[src/rtl/wb_stage.sv]
// Registered writeback stage: selects load/ALU/PC+4/aux, formats RISC-V loads,
// and waits (bounded by TIMEOUT) for a late load response before writing rd.
module wb_stage #(
    parameter int XLEN    = 32,
    parameter int TIMEOUT = 16,
    parameter int AUX_EN  = 1
) (
    input  logic            i_clk,
    input  logic            i_reset,
    input  logic            i_valid,
    output logic            o_ready,
    input  logic [1:0]      i_wb_sel,
    input  logic            i_rd_wren,
    input  logic [4:0]      i_rd_addr,
    input  logic [XLEN-1:0] i_alu_data,
    input  logic [XLEN-1:0] i_pc_four,
    input  logic [XLEN-1:0] i_aux_data,
    input  logic [2:0]      i_ld_funct3,
    input  logic [1:0]      i_ld_addr_lo,
    input  logic            i_ld_valid,
    input  logic [XLEN-1:0] i_ld_data,
    output logic            o_rd_wren,
    output logic [4:0]      o_rd_addr,
    output logic [XLEN-1:0] o_rd_data,
    output logic            o_ld_timeout,
    output logic            o_dbg_state
);

    // Handshake: an instruction transfers on a rising edge where i_valid && o_ready;
    // o_ready is high only in IDLE and never depends on i_valid.
    typedef enum logic {
        S_IDLE    = 1'b0,
        S_WAIT_LD = 1'b1
    } state_t;

    localparam logic [7:0] LP_LAST = 8'(TIMEOUT - 1);

    state_t          r_state;
    state_t          w_next_state;
    logic [7:0]      r_cnt;
    logic            r_ld_wren;
    logic [4:0]      r_ld_rd_addr;
    logic [2:0]      r_ld_funct3;
    logic [1:0]      r_ld_lo;

    logic            w_accept;
    logic            w_commit;
    logic            w_wren;
    logic [4:0]      w_addr;
    logic [XLEN-1:0] w_data;
    logic            w_timeout;
    logic            w_latch;
    logic [2:0]      w_funct3;
    logic [1:0]      w_lo;
    logic [XLEN-1:0] w_ld_fmt;
    logic [XLEN-1:0] w_src;

    function automatic logic [XLEN-1:0] fmt_load(input logic [XLEN-1:0] w,
                                                 input logic [2:0] f3,
                                                 input logic [1:0] lo);
        logic [7:0]  b;
        logic [15:0] h;
        case (lo)
            2'd0:    b = w[7:0];
            2'd1:    b = w[15:8];
            2'd2:    b = w[23:16];
            default: b = w[31:24];
        endcase
        h = lo[1] ? w[31:16] : w[15:0];
        case (f3)
            3'b000:  fmt_load = {{(XLEN-8){b[7]}}, b};
            3'b100:  fmt_load = {{(XLEN-8){1'b0}}, b};
            3'b001:  fmt_load = {{(XLEN-16){h[15]}}, h};
            3'b101:  fmt_load = {{(XLEN-16){1'b0}}, h};
            default: fmt_load = w;
        endcase
    endfunction

    assign o_ready     = (r_state == S_IDLE);
    assign o_dbg_state = (r_state == S_WAIT_LD);
    assign w_accept    = i_valid && o_ready;

    // While waiting, the instruction's own fields come from the latched copies.
    assign w_funct3 = (r_state == S_WAIT_LD) ? r_ld_funct3 : i_ld_funct3;
    assign w_lo     = (r_state == S_WAIT_LD) ? r_ld_lo     : i_ld_addr_lo;
    assign w_ld_fmt = fmt_load(i_ld_data, w_funct3, w_lo);

    always_comb begin
        w_src = i_alu_data;
        case (i_wb_sel)
            2'b00:   w_src = w_ld_fmt;
            2'b01:   w_src = i_alu_data;
            2'b10:   w_src = i_pc_four;
            default: w_src = (AUX_EN != 0) ? i_aux_data : '0;
        endcase
    end

    always_comb begin
        w_next_state = r_state;
        w_commit     = 1'b0;
        w_wren       = 1'b0;
        w_addr       = o_rd_addr;
        w_data       = o_rd_data;
        w_timeout    = 1'b0;
        w_latch      = 1'b0;
        case (r_state)
            S_IDLE: begin
                if (w_accept) begin
                    if (i_wb_sel != 2'b00 || i_ld_valid) begin
                        w_commit = 1'b1;
                        w_wren   = i_rd_wren && (i_rd_addr != 5'd0);
                        w_addr   = i_rd_addr;
                        w_data   = w_src;
                    end else begin
                        w_latch      = 1'b1;
                        w_next_state = S_WAIT_LD;
                    end
                end
            end
            S_WAIT_LD: begin
                if (i_ld_valid) begin
                    w_commit     = 1'b1;
                    w_wren       = r_ld_wren;
                    w_addr       = r_ld_rd_addr;
                    w_data       = w_ld_fmt;
                    w_next_state = S_IDLE;
                end else if (r_cnt == LP_LAST) begin
                    w_commit     = 1'b1;
                    w_addr       = r_ld_rd_addr;
                    w_data       = '0;
                    w_timeout    = 1'b1;
                    w_next_state = S_IDLE;
                end
            end
            default: w_next_state = S_IDLE;
        endcase
    end

    always_ff @(posedge i_clk or posedge i_reset) begin
        if (i_reset) begin
            r_state      <= S_IDLE;
            r_cnt        <= 8'd0;
            r_ld_wren    <= 1'b0;
            r_ld_rd_addr <= 5'd0;
            r_ld_funct3  <= 3'd0;
            r_ld_lo      <= 2'd0;
            o_rd_wren    <= 1'b0;
            o_rd_addr    <= 5'd0;
            o_rd_data    <= '0;
            o_ld_timeout <= 1'b0;
        end else begin
            r_state      <= w_next_state;
            o_rd_wren    <= w_wren;
            o_ld_timeout <= w_timeout;
            if (w_commit) begin
                o_rd_addr <= w_addr;
                o_rd_data <= w_data;
            end
            if (w_latch) begin
                r_cnt        <= 8'd0;
                r_ld_wren    <= i_rd_wren && (i_rd_addr != 5'd0);
                r_ld_rd_addr <= i_rd_addr;
                r_ld_funct3  <= i_ld_funct3;
                r_ld_lo      <= i_ld_addr_lo;
            end else if (r_state == S_WAIT_LD) begin
                r_cnt <= r_cnt + 8'd1;
            end
        end
    end

endmodule

[config.mk]
export PLATFORM = sky130hd
export DESIGN_NAME = wb_stage
export DESIGN_NICKNAME = d
export VERILOG_FILES = /design/src/rtl/wb_stage.sv
export SDC_FILE = /design/constraint.sdc
export NUM_CORES = 1
export LEC_CHECK = 0
export CORE_ASPECT_RATIO = 0.9
export CORE_MARGIN = 2
export CORE_UTILIZATION = 45
export DETAILED_ROUTE_END_ITERATION = 12
export PLACE_DENSITY = 0.86
export SYNTH_ARGS = -nofsm -noshare
export SYNTH_HDL_FRONTEND = slang
export SYNTH_SLANG_ARGS = --single-unit
[constraint.sdc]
create_clock -name i_clk -period 3.8 [get_ports i_clk]
set_input_delay 0.76 -clock i_clk [delete_from_list [all_inputs] [get_ports i_clk]]
set_output_delay 0.76 -clock i_clk [all_outputs]
set_load 0.02 [all_outputs]
# Word level (Yosys, flattened, before mapping)
# Index checks and enable logic that the tools add are counted.
# totals
out_inout_bits,41
elab_cells,68
inputBits,145
register_bits,59
# op_classes
reduce_logical,10
muxes,35
eq_ne,11
add_sub_neg,1
bitwise,1
# op_table
op,count
$mux W32,4
$pmux W32 S4,1
$pmux W32 S3,1
$pmux W32 S2,1
$pmux W8 S3,1
$mux W5,4
$mux W16,1
$mux W8,2
$mux W1,14
$pmux W5 S2,1
$add A8 B1 Y8 const B,1
$eq A8 B4 Y1 const B,1
$eq A3 B3 Y1 const B,2
$pmux W1 S2,3
$reduce_bool A5 Y1,1
$eq A2 B1 Y1 const B,2
$eq A2 B2 Y1 const B,2
$logic_not A2 Y1,2
$ne A2 B1 Y1 const B,2
$reduce_and A4 Y1,1
$reduce_bool A2 Y1,2
$eq A3 B1 Y1 const B,1
$logic_not A3 Y1,1
$mux W3,1
other kinds (5),6

# Depth between registers and ports, before layout
# Gate-level depths: netlist of the first run.
# depth
ltp_word,8
ltp_mapped,9

# Worst setup path after synthesis of the first run
# No wires, ideal clock.
# synth_path
kind,input port to flip-flop
from,input i_wb_sel[0]
to,register o_rd_data[26]
setup_ns,0.132
path_buffers,2
path_slack_ns,1.518
stages,6
t_arrival_ns,2.150
required_time_ns,3.668
path_cell_list,buf_2 -> clkbuf_1 -> mux2_2 -> a22o_1 -> a222oi_1 -> nand2_1
# synth_between
elab_chain_cells,6
elab_cells_between_ends,14
cone_classes,3 x eq/ne; 7 x mux; 4 x reduce/logical
# synth_rtl
element,line,source
from (decl),12,"input logic [1:0] i_wb_sel,"
$reduce_bool A2 Y1,109,if (i_wb_sel != 2'b00 || i_ld_valid) begin
$logic_or A1 B1 Y1,109,
$mux W1,109,
$mux W1,108,if (w_accept) begin
$pmux W1 S2,106,case (r_state)
$reduce_and A4 Y1 (no source line),n/a,
to (signal assigned),157,o_rd_data <= w_data;
to (decl),24,"output logic [XLEN-1:0] o_rd_data,"
# Several ways; a longest one is shown, not always the timed one. The select of a mux whose other input is x is not followed.
# A chain may end at the register's enable or synchronous reset.

# Worst setup path after layout of the first run
# layout_path
from,register r_state (netlist: o_dbg_state)
to,output o_dbg_state
# layout_rtl
element,line,source
from (decl),38,state_t r_state;
from (signal assigned),152,r_state <= w_next_state;
to (decl),26,output logic o_dbg_state
# No word-level cell between the ends.

==> results.cfg, run 1 <==
[synth]
netlist_top_cells_area = sky130_fd_sc_hd__dfrtp_1 (37%), sky130_fd_sc_hd__mux2_2 (9.5%), sky130_fd_sc_hd__nand2_1 (5.5%)
synth-edff-count = 0
syn_area_per_cell_um2 = 9.48
post-synth-top-area-cell = sky130_fd_sc_hd__dfrtp_1
syn_inst = 425
post-synth-top-area-fraction = 0.367
ys_async_sr_fraction = 1.00
synth_fp_nets = 571
synth.yosys.seq_area_share = 0.367
synth-warning-count = 0
top_cells_by_instance_count_after_synthesis = sky130_fd_sc_hd__dfrtp_1 (59), sky130_fd_sc_hd__nand2_1 (59), sky130_fd_sc_hd__nor2_1 (41), sky130_fd_sc_hd__mux2_2 (34), sky130_fd_sc_hd__a21oi_1 (24)
synth.ff_latch_count = 59
synthesis.area_um2 = 4030
synth-main-ff-cell = sky130_fd_sc_hd__dfrtp_1
yosys.cell_types.count = 55

[clock_network]
tritoncts = yes
clock_tree.root_cell = sky130_fd_sc_hd__clkbuf_8
ctsHoldBuffers = 0
clock_sinks = 59
cts_resized = 0
max-clock-path-buffers = 2
htree_num_levels = 3
postCtsSetupBuffers = 0
cts_buffers = 9
clkSlewWorstSetupHoldPaths_ns = 0.07
worst_skew_pair.late_latency_ns = 0.34

[pwr]
share_clk_of_total_power = 0.221
power.switching_uw = 771
power.density_cell_area_nw_per_um2 = 366
internal_power_uw = 1450
finalPower_uw = 2220
vdd_drop_max_mv = 0.233
leakage_uw = 0.00248
sequentialPowerShare = 0.391
relative_contribution_of_combinational_cells_to_total_power = 0.388
swShare = 0.347

[detailed_routing]
drt-wirelength-per-cell_um = 19.8
detail-route-antenna-nets = 0
vias = 4387
routed_wl_um = 14300
drcViolationCount = 0
drtPass1Iterations = 6
routed_via_density = 6.08
drt_iter0_markers = 497

[sta]
timing_max_transition_violations_final = 0
period_minus_slack_ns = 2.99
finalHoldViolations = 0
finalSetupTns_ns = 0
max_freq_mhz = 334
timing.final.crit_share = 0.788
clock-skew-final_ns = 0.00967
setup_viol = 0
grt_setup_unrepaired = no
worst_slew_margin_rel = 0.105
worst-slew-pin-transition_ns = 1.34

[global_routing]
grt_total_ovfl = 0
grt_start_max_net_pins = 60
grt_pass1_wl_um = 22300
antenna_found_initial = 0
number_of_global_route_vias_before_repair = 4299
groute.usage.overall = 0.289

[floorplanning]
rows = 32
initial_core_util = 0.466
die_area_um2 = 9720
io-pin-count = 186
die_width_um = 104
area_of_the_core_um2 = 8650
floorplan.die.height_um = 93.8

[layout]
n_antenna_cell = 0
multi_input_comb_area_um2 = 2350
layout.area.seq_um2 = 1480
post-route-util = 0.702
n_fill_cell = 685
layout-area-overhead-vs-synth_pct = 50.7
post_route_cells_drive_above_1_share = 0.131
net_count_reported_at_finish = 744

[run]
maxCapViolCount = 0

[placement]
routabilityCongestion = 0.910
place.detailed.hpwl_um = 10900
numPortBuffers = 185

[setup_path]
critical_path_peak_fanout = 40
regToRegSetupSlack_ns = 1.08
worstPathArrival_ns = 2.23
worst-setup-path-type = register to primary output
endpoint_required_time_on_the_critical_path_ns = 3.04
start_kind = register
critPathCaptureType = primary output

[run_status]
run_status = finished clean

[worst_hold_path]
timing.hold.worst.class = register to register
cell usage in the layout (no fill, tap or decap), drive strengths merged, types with 6 or more instances in the layout:
cell type      netlist  final
clkbuf              11     12
a22o                18     18
a221oi               6      6
a22oi                9      9
nor3                10     10
a21oi               25     25
nor2                42     42
o31ai                9      9
buf                 21     10
mux2                34     34
nand3                6      6
clkdlybuf4s50        0    184
mux2i               19     19
dfrtp               59     59
a222oi              17     17
o221ai               7      7
o21ai               20     20
nand2               59     59
o221a                6      6
cell families after synthesis:
family / synth area share
adder cells (fa/ha/maj): 0.00311
buffers and inverters: 0.0500
multiplexers: 0.151
flip-flops: 0.367
XOR/XNOR: 0.0152
AO/OA/AOI/OAI: 0.252
AND/OR/NAND/NOR: 0.162
metrics by stage:
step | setup slack [ns] | cell area [um2] | hold WS, ns | cells
after floorplan | 1.52 | 4030 | 0.445 | 425
after CTS | 0.826 | 6070 | 0.490 | 721
after detailed placement | 0.631 | 5910 | 0.474 | 706
after global routing | 0.693 | 6070 | 0.513 | 721
after global placement | 0.739 | 5910 | 0.459 | 706
final | 0.806 | 6070 | 0.484 | 721
worst paths after layout:
check,start,to,cells after the start
worst max-delay path,o_dbg_state$_DFF_PP0_,o_dbg_state,2
worst min-delay path,o_rd_addr[2]$_DFFE_PP0P_,o_rd_addr[2]$_DFFE_PP0P_,2
worst max register to register,o_dbg_state$_DFF_PP0_,o_rd_data[20]$_DFFE_PP0P_,6
worst min register to register,o_rd_addr[2]$_DFFE_PP0P_,o_rd_addr[2]$_DFFE_PP0P_,2
max in group asynchronous,i_reset,o_dbg_state$_DFF_PP0_,3
min in group asynchronous,i_reset,o_rd_addr[4]$_DFFE_PP0P_,3
critical path, stage by stage (launching register included):
cell                              delay (ns)
sky130_fd_sc_hd__dfrtp_2                0.86
sky130_fd_sc_hd__buf_4                  0.39
sky130_fd_sc_hd__clkdlybuf4s50_1        0.65
power groups by stage:
stage,clock network [uW],registers [uW],logic [uW]
floorplan,0,938,361
global placement,0,865,832
detailed placement,0,875,856
CTS,494,865,860
global route,524,881,923
finish,492,870,862
metal layers:
layer  vias up  GRT usage  wire length, um
met2       300      0.486             6920
li1       1960          -                -
met5         -          0                0
met1      2099      0.377             5660
met3        28     0.0520             1410
met4         0      0.105              305
cell type report:
type / instances / share of cell area
Clock buffer: 12 / 0.0239
Sequential cell: 59 / 0.244
Timing Repair Buffer: 194 / 0.315
Inverter: 4 / 0.00247
Clock inverter: 3 / 0.00247
Multi-Input combinational cell: 330 / 0.388
Tap cell: 119 / 0.0245
flip-flops by register name (all words and copies together), names as in the netlist:
name          flops
r_ld_rd_addr      5
o_rd_wren         1
r_cnt             8
r_ld_wren         1
r_ld_funct3       3
o_rd_data        32
o_dbg_state       1
o_ld_timeout      1
r_ld_lo           2
o_rd_addr         5
No activity file was read; power rests on OpenSTA's default activity.
==> inputs of run 2 (changes only) <==
--- a/config.mk
+++ b/config.mk
@@ -7,9 +7,9 @@
 export LEC_CHECK = 0
 export CORE_ASPECT_RATIO = 0.9
 export CORE_MARGIN = 2
-export CORE_UTILIZATION = 45
+export CORE_UTILIZATION = 38
 export DETAILED_ROUTE_END_ITERATION = 12
-export PLACE_DENSITY = 0.86
+export PLACE_DENSITY = 0.78
 export SYNTH_ARGS = -nofsm -noshare
 export SYNTH_HDL_FRONTEND = slang
 export SYNTH_SLANG_ARGS = --single-unit
==> constraint.sdc (replaced) <==
create_clock -name i_clk -period 2.55 [get_ports i_clk]
set_input_delay 0.51 -clock i_clk [delete_from_list [all_inputs] [get_ports i_clk]]
set_output_delay 0.51 -clock i_clk [all_outputs]
set_load 0.02 [all_outputs]
==> run 2 against run 1 <==
Effect of this change: core utilization shrank 8.0 points; final cell count rose by 3.7%; clock power increased to 2.6 times the previous value; combinational power rose by 54%; via count is 2.0% lower; non-clock buffer count increased by 16; largest power group is now combinational cells; final area grew 5.4%; register-to-register slack got worse by 0.88 ns; first-iteration DRC count down 12%; clock skew shrank 0.0023 ns; clock-buffer cell count shrank 3; power grew 76%.
==> results.cfg, run 2 (synthesis gave the netlist of run 1 again) <==
[floorplanning]
floorplan.die.height_um = 102
area_of_the_core_um2 = 10300
rows = 35
initial_core_util = 0.391
die_width_um = 113
io-pin-count = 186
die_area_um2 = 11400

[detailed_routing]
routed_via_density = 5.75
detail-route-antenna-nets = 0
drt_iter0_markers = 437
routed_wl_um = 14500
drt-wirelength-per-cell_um = 19.4
drcViolationCount = 0
drtPass1Iterations = 5
vias = 4300

[placement]
place_ws_ns = -0.142
routabilityCongestion = 0.896
place.detailed.hpwl_um = 11300
numPortBuffers = 185
numPlacedInstances = 732

[layout]
layout.area.seq_um2 = 1480
multi_input_comb_area_um2 = 2360
n_antenna_cell = 0
registers.top_by_ff_count = o_rd_data
n_fill_cell = 897
final_common_cell = sky130_fd_sc_hd__clkdlybuf4s50_1
layout-area-overhead-vs-synth_pct = 58.8
net_count_reported_at_finish = 760
final_cell_mix = sky130_fd_sc_hd__clkdlybuf4s50_1 (184), sky130_fd_sc_hd__nand2_1 (59), sky130_fd_sc_hd__dfrtp_1 (58)
final_cells = 748
post_route_cells_drive_above_1_share = 0.162
largest_registers = o_rd_data x32, r_cnt x8
largest_register_ffs = 32

[setup_path]
critical_path_peak_fanout = 23
endpoint_required_time_on_the_critical_path_ns = 2.04
worstPathArrival_ns = 1.91
r2r_cells = 5
start_kind = register
critPathCaptureType = primary output
worst-setup-path-type = register to primary output

[global_routing]
met2_usage = 0.400
grt_pass1_wl_um = 22100
groute.usage.overall = 0.247
grt_total_ovfl = 0
antenna_found_initial = 0
layer_with_the_highest_usage = met2
global_route.usage.met3 = 0.0748
number_of_global_route_vias_before_repair = 4293
grt_start_max_net_pins = 36
groute.layer.met1.usage = 0.313

[clock_network]
worst_skew_pair.late_latency_ns = 0.33
tritoncts = yes
max-clock-path-buffers = 2
ctsHoldBuffers = 0
clock_tree.root_cell = sky130_fd_sc_hd__clkbuf_16
clock_sinks = 59
htree_num_levels = 3
postCtsSetupBuffers = 0
clkSlewWorstSetupHoldPaths_ns = 0.06
cts_resized = 0
cts_buffers = 9

[sta]
max_freq_mhz = 413
grt_setup_unrepaired = no
setup_viol = 0
finalWorstSetupSlack_ns = 0.126
timing.final.crit_share = 0.951
worst-slew-pin-transition_ns = 1.24
timing.hold.ws_ns = 0.481
timing_max_transition_violations_final = 0
worst_slew_margin_rel = 0.172
clock-skew-final_ns = 0.00738
period_minus_slack_ns = 2.42
finalHoldViolations = 0

[worst_hold_path]
hold-path-cell-count = 2
timing.hold.worst.class = register to register

[pwr]
vdd_drop_max_mv = 0.327
power.density_cell_area_nw_per_um2 = 610
leakage_uw = 0.00263

[run]
maxCapViolCount = 0

[run_status]
run_status = finished clean
==> run 2: metal layers <==
layer | part of all wire | vias to the layer above
met1 | 0.40 | 2046
met4 | 0.025 | 0
met5 | 0 | -
met3 | 0.10 | 29
met2 | 0.47 | 233
li1 | - | 1992
==> run 2: power by group <==
group	total (uW)	switching (uW)	internal (uW)
sequential	1280	156	1120
combinational	1330	632	699
clock	1290	440	850
total	3900	1230	2670
==> run 2: through the flow <==
step	util	area, um2	total power (uW)	setup TNS [ns]
floorplan	-	4030	1940	0
global placement	0.589	6070	2570	-0.192
detailed placement	0.589	6070	2610	-1.86
CTS	0.620	6380	3910	0
global route	0.622	6400	4090	0
finish	0.622	6400	3900	0
==> run 2: cell type report <==
type / count / share of cell area
tap: 129 / 0.0252
timing repair buffer: 210 / 0.323
multi-input combinational: 330 / 0.369
clock buffer: 9 / 0.0352
inverter: 4 / 0.00235
sequential: 59 / 0.231
clock inverter: 7 / 0.0145
==> run 2: final timing paths <==
check,startpoint,end,slack (ns)
min in group asynchronous,i_reset,r_cnt[7]$_DFFE_PP0P_,0.56
worst max-delay path,o_dbg_state$_DFF_PP0_,o_ready,0.13
worst min-delay path,r_ld_rd_addr[3]$_DFFE_PP0P_,r_ld_rd_addr[3]$_DFFE_PP0P_,0.48
worst min register to register,r_ld_rd_addr[3]$_DFFE_PP0P_,r_ld_rd_addr[3]$_DFFE_PP0P_,0.48
worst max register to register,o_dbg_state$_DFF_PP0_,o_rd_data[22]$_DFFE_PP0P_,0.20
max in group asynchronous,i_reset,o_rd_data[22]$_DFFE_PP0P_,1.41
==> run 2: worst max-delay path: stages, from the launching register on <==
cell and delay, ns:
sky130_fd_sc_hd__dfrtp_2 0.58, sky130_fd_sc_hd__buf_6 0.30, sky130_fd_sc_hd__inv_1 0.13, sky130_fd_sc_hd__clkdlybuf4s50_1 0.56
